File: src/rtl/cpu_pkg.sv
`default_nettype none
// ============================================================================
// cpu_pkg : shared widths and the fetch packet carried from fetch to decode.
// Revision: 1.0
// ============================================================================
package cpu_pkg;

  localparam int DEFAULT_ADDR_WIDTH  = 4;
  localparam int DEFAULT_INSTR_WIDTH = 12;

  typedef struct packed {
    logic [DEFAULT_INSTR_WIDTH-1:0] instr;
    logic [DEFAULT_ADDR_WIDTH-1:0]  pc;
  } fetch_pkt_t;

endpackage
`default_nettype wire

File: src/rtl/program_counter.sv
`default_nettype none
// ============================================================================
// program_counter : pc register with load (priority), increment and hold.
// Revision: 1.0
// ============================================================================
module program_counter #(
  parameter int ADDR_WIDTH = 4
) (
  input  logic                  clk,
  input  logic                  n_reset,
  input  logic                  inc,
  input  logic                  load,
  input  logic [ADDR_WIDTH-1:0] load_value,
  output logic [ADDR_WIDTH-1:0] pc
);

  // Increment wraps naturally at 2^ADDR_WIDTH; no overflow flag is kept.
  always_ff @(posedge clk or negedge n_reset) begin
    if (!n_reset) begin
      pc <= '0;
    end else if (load) begin
      pc <= load_value;
    end else if (inc) begin
      pc <= pc + ADDR_WIDTH'(1);
    end
  end

endmodule
`default_nettype wire

File: src/rtl/instruction_fetch.sv
`default_nettype none
// ============================================================================
// instruction_fetch : drives program memory from the pc and holds a one-entry
// instruction register handed to decode over valid/ready; branches flush it.
// Revision: 1.0
// ============================================================================
module instruction_fetch
  import cpu_pkg::*;
#(
  parameter int ADDR_WIDTH  = DEFAULT_ADDR_WIDTH,
  parameter int INSTR_WIDTH = DEFAULT_INSTR_WIDTH
) (
  input  logic                   clk,
  input  logic                   n_reset,
  output logic [ADDR_WIDTH-1:0]  imem_addr,
  input  logic [INSTR_WIDTH-1:0] imem_instr,
  input  logic                   enable,
  input  logic                   branch_valid,
  input  logic [ADDR_WIDTH-1:0]  branch_target,
  output logic                   ir_valid,
  input  logic                   ir_ready,
  output logic [INSTR_WIDTH-1:0] ir_instr,
  output logic [ADDR_WIDTH-1:0]  ir_pc
);

  logic [ADDR_WIDTH-1:0] pc;
  logic                  slot_free;
  logic                  fetch;
  fetch_pkt_t            ir;

  assign slot_free = !ir_valid || ir_ready;
  assign fetch     = enable && !branch_valid && slot_free;

  program_counter #(
    .ADDR_WIDTH (ADDR_WIDTH)
  ) u_program_counter (
    .clk        (clk),
    .n_reset    (n_reset),
    .inc        (fetch),
    .load       (branch_valid),
    .load_value (branch_target),
    .pc         (pc)
  );

  // A branch kills the IR entry whether or not decode takes it this edge;
  // instr/pc contents are left stale since they are ignored while invalid.
  always_ff @(posedge clk or negedge n_reset) begin
    if (!n_reset) begin
      ir_valid <= 1'b0;
      ir       <= '0;
    end else if (branch_valid) begin
      ir_valid <= 1'b0;
    end else if (fetch) begin
      ir_valid <= 1'b1;
      ir.instr <= imem_instr;
      ir.pc    <= pc;
    end else if (ir_ready) begin
      ir_valid <= 1'b0;
    end
  end

  assign imem_addr = pc;
  assign ir_instr  = ir.instr;
  assign ir_pc     = ir.pc;

endmodule
`default_nettype wire

File: config.mk
export PLATFORM = sky130hd
export DESIGN_NAME = instruction_fetch
export DESIGN_NICKNAME = d
export VERILOG_FILES = /design/src/rtl/cpu_pkg.sv /design/src/rtl/program_counter.sv /design/src/rtl/instruction_fetch.sv
export SDC_FILE = /design/constraint.sdc
export NUM_CORES = 1
export LEC_CHECK = 0
export CORE_MARGIN = 3
export CORE_UTILIZATION = 53
export DETAILED_ROUTE_END_ITERATION = 8
export DONT_BUFFER_PORTS = 1
export PLACE_DENSITY = 0.68
export SETUP_SLACK_MARGIN = 0.1
export SLEW_MARGIN = 20
export SYNTH_ARGS = -nofsm -noshare
export SYNTH_HDL_FRONTEND = slang
export SYNTH_SLANG_ARGS = --single-unit
File: constraint.sdc
create_clock -name clk -period 2.97 [get_ports clk]
set_input_delay 0.1485 -clock clk [delete_from_list [all_inputs] [get_ports clk]]
set_output_delay 0.1485 -clock clk [all_outputs]
set_load 0.02 [all_outputs]
==> results.toml <==
[hold_path]
holdPathStages = 2
hp-start = "branch_valid"
min_to = "u_program_counter.pc[0]"
min_path_type = "in2reg"

[power]
seqPwrFrac_pct = 64.2
p_comb_share_pct = 16.3
clkPwrFrac_pct = 19.5
power_switching_mw = 0.2133
p_int_mw = 0.4583
power_density_nw_per_um2 = 587.9
peakVddDrop_uv = 355.0
p_leak_nw = 0.4970
switching_share_pct = 31.76

[grt]
antenna_found_initial = 0
track_usage_pct = 16.56
grt.overflow.total = 0
grt_max_degree = 22
grt_pass1_vias = 623
grt_first_pass_wirelength_um = 2656

[outcome]
outcome = "completed"

[yosys]
synth_seq_cells = 21
synth.most_common_cell = "dfrtp_1"
synthArstFlopShare_pct = 100.0
synth_seq_area_share_pct = 55.48
syn_area_sq_um = 947.2
syn_inst = 66
syn_avg_cell_area_sq_um = 14.35
ys_warn_count = 0
netlist_top_cells_area = "dfrtp_1 55%, mux2_4 16%, mux2_2 7.1%, o311ai_0 2.8%, buf_12 2.1%"
ys_types = 23
synth_top_area_cell = "dfrtp_1"
synthFlopType = "dfrtp_1"
synth_top_area_share_pct = 55.48
synth_fp_nets = 88
synth-edff-count = 0
yosys-top-cells-count = "21 x dfrtp_1, 10 x mux2_4, 6 x mux2_2"

[sta]
worst_slew_pin_slew_ns = 0.9385
relSlewSlack_pct = 37.23
finalSetupTns_ns = 0
setup_viol = 0
slew_violations = 0
final_hold_viol_count = 0
fin_crit_ns = 1.950
min_period_over_period_pct = 65.66
clock_skew_ns = 0.003861
hold_ws_ns = 0.01708
fmax_mhz = 512.8
rsz0062_at_grt = "false"

[critical_path]
critPathLaunchType = "flip-flop"
worstRegToRegCells = 3
reg2reg_to = "ir_instr[0]"
crit_path_max_incr_delay_ns = 0.72
cp_num_buf_inv = 0
cp_top_family = "simple AND/OR/NAND/NOR gates"
end_kind = "flip-flop"
rr_startpoint = "ir_valid"
rrSetupSlack_ns = 1.02
path_cells = "and2b_4 > nor3_4 > mux2_2"
critPathKind = "reg2reg"
cp.required_ns = 3.16
cp_max_fo = 16
cp_slowest_cell = "nor3_4"
worstPathArrival_ns = 2.14

[cts]
cts.path.max_buffers = 2
clk_pin_slew_worst_paths_ns = 0.11
htreeDepth = 1
numCtsBuffers = 3
root_buffer = "clkbuf_4"
clock_sinks = 21
clk_latency_ns = 0.29
cts_tree = "built"

[die]
start_util_pct = 59.42
io_pins = 42
dieArea_sq_um = 2330
die_w_um = 48.28
die_h_um = 48.28
rows = 14
design.core.area_sq_um = 1594

[cells_and_area]
antennaDiodeCount = 0
drive_gt1_share_pct = 27.06
final_cells = 109
nets = 108
area_delta_synth_final_pct = 20.61

[routing]
vias = 602
first_iter_violations = 5
drt-pass1-iter-count = 4
viasPerCell = 5.523
wl_per_cell_um = 16.61
drt-total-wl_um = 1810
drc = 0
antenna_left = 0

[place]
dp.cells = 88
dp_hpwl_um = 1089
port_buffers = 0
gp_congestion = 0.7378

[run]
cap_violations = 0
==> area by class of cell <==
type,instances,area [sq um]
repair buffers,17,170.2
well taps,24,30.03
multi-input cells,40,379.1
inverters,3,11.26
fillers,106,451.7
flip-flops and latches,21,525.5
clock buffers,4,26.28
==> power by group through the flow <==
stage / clock, mW / sequential (mW) / combinational (mW)
3_5_place_dp: 0 / 0.437 / 0.0858
4_1_cts: 0.136 / 0.433 / 0.110
3_3_place_gp: 0 / 0.437 / 0.0826
5_1_grt: 0.153 / 0.439 / 0.120
6_report: 0.131 / 0.431 / 0.109
2_1_floorplan: 0 / 0.426 / 0.0833
==> worst max path at each step <==
| stage | from | endpoint | slack [ns] | cells past startpoint |
|---|---|---|---|---|
| 2_1_floorplan | ir_valid | ir_instr[11] | 1.43 | 4 |
| 3_3_place_gp | ir_valid | ir_instr[10] | 1.06 | 3 |
| 3_5_place_dp | ir_valid | ir_instr[10] | 1.01 | 3 |
| 4_1_cts | ir_valid | ir_instr[1] | 0.99 | 3 |
| 5_1_grt | ir_valid | ir_instr[10] | 0.91 | 3 |
| 6_report | ir_valid | ir_instr[0] | 1.02 | 3 |
==> state kept, by name, indices dropped and copies added (netlist names) <==
register	cells
ir_instr	12
ir_pc	4
ir_valid	1
u_program_counter.pc	4
==> cell usage in the layout, fill, tap and decap left out, types with 2 or more instances in the layout <==
cell           count
inv_1              2
o311ai_0           3
dfrtp_1           21
dlygate4sd3_1     17
nand3_1            3
nand2_1            3
mux2_4            10
nor2_1             2
clkbuf_4           3
mux2_2             6
nand2b_1           2
==> what timing repair did <==
| item | in CTS | in global routing |
|---|---|---|
| hold buffers | 17 | 0 |
| hold endpoints to repair | 38 | 0 |
| buffers inserted | 0 | 0 |
| gates resized for setup | 0 | 0 |
==> through the flow <==
| step | setup slack (ns) | power (mW) | cell area (sq um) | util (%) |
|---|---|---|---|---|
| after floorplan | 1.432 | 0.5094 | 947.2 | - |
| after global placement | 1.055 | 0.5200 | 945.9 | 59.34 |
| after detailed placement | 1.010 | 0.5232 | 945.9 | 59.34 |
| after CTS | 0.9946 | 0.6792 | 1142 | 71.66 |
| after global routing | 0.9100 | 0.7120 | 1142 | 71.66 |
| final | 1.020 | 0.6716 | 1142 | 71.66 |
==> worst reg2reg max path, stage by stage (launching register included) <==
cell and delay, ns:
dfrtp_1 0.48, and2b_4 0.23, nor3_4 0.72, mux2_2 0.42
==> kinds of logic (layout without fill, tap and decap cells) <==
| family | after synthesis | count (layout) | synth area share [%] |
|---|---|---|---|
| AOI/OAI and AO/OA | 8 | 8 | 6.209 |
| adders and majority gates | 1 | 1 | 1.321 |
| buffers and inverters | 5 | 24 | 4.491 |
| DFF | 21 | 21 | 55.48 |
| muxes | 16 | 16 | 22.98 |
| and+or+nand+nor | 15 | 15 | 9.512 |
==> routing by layer <==
metal,part of all wire [%],GRT usage (%),vias up
met3,9.1,5.535,2
met5,0,0,-
met2,49,28.13,27
met4,0.77,6.452,0
li1,-,-,274
met1,41,19.11,299
Power figures use the tool's default switching activity.
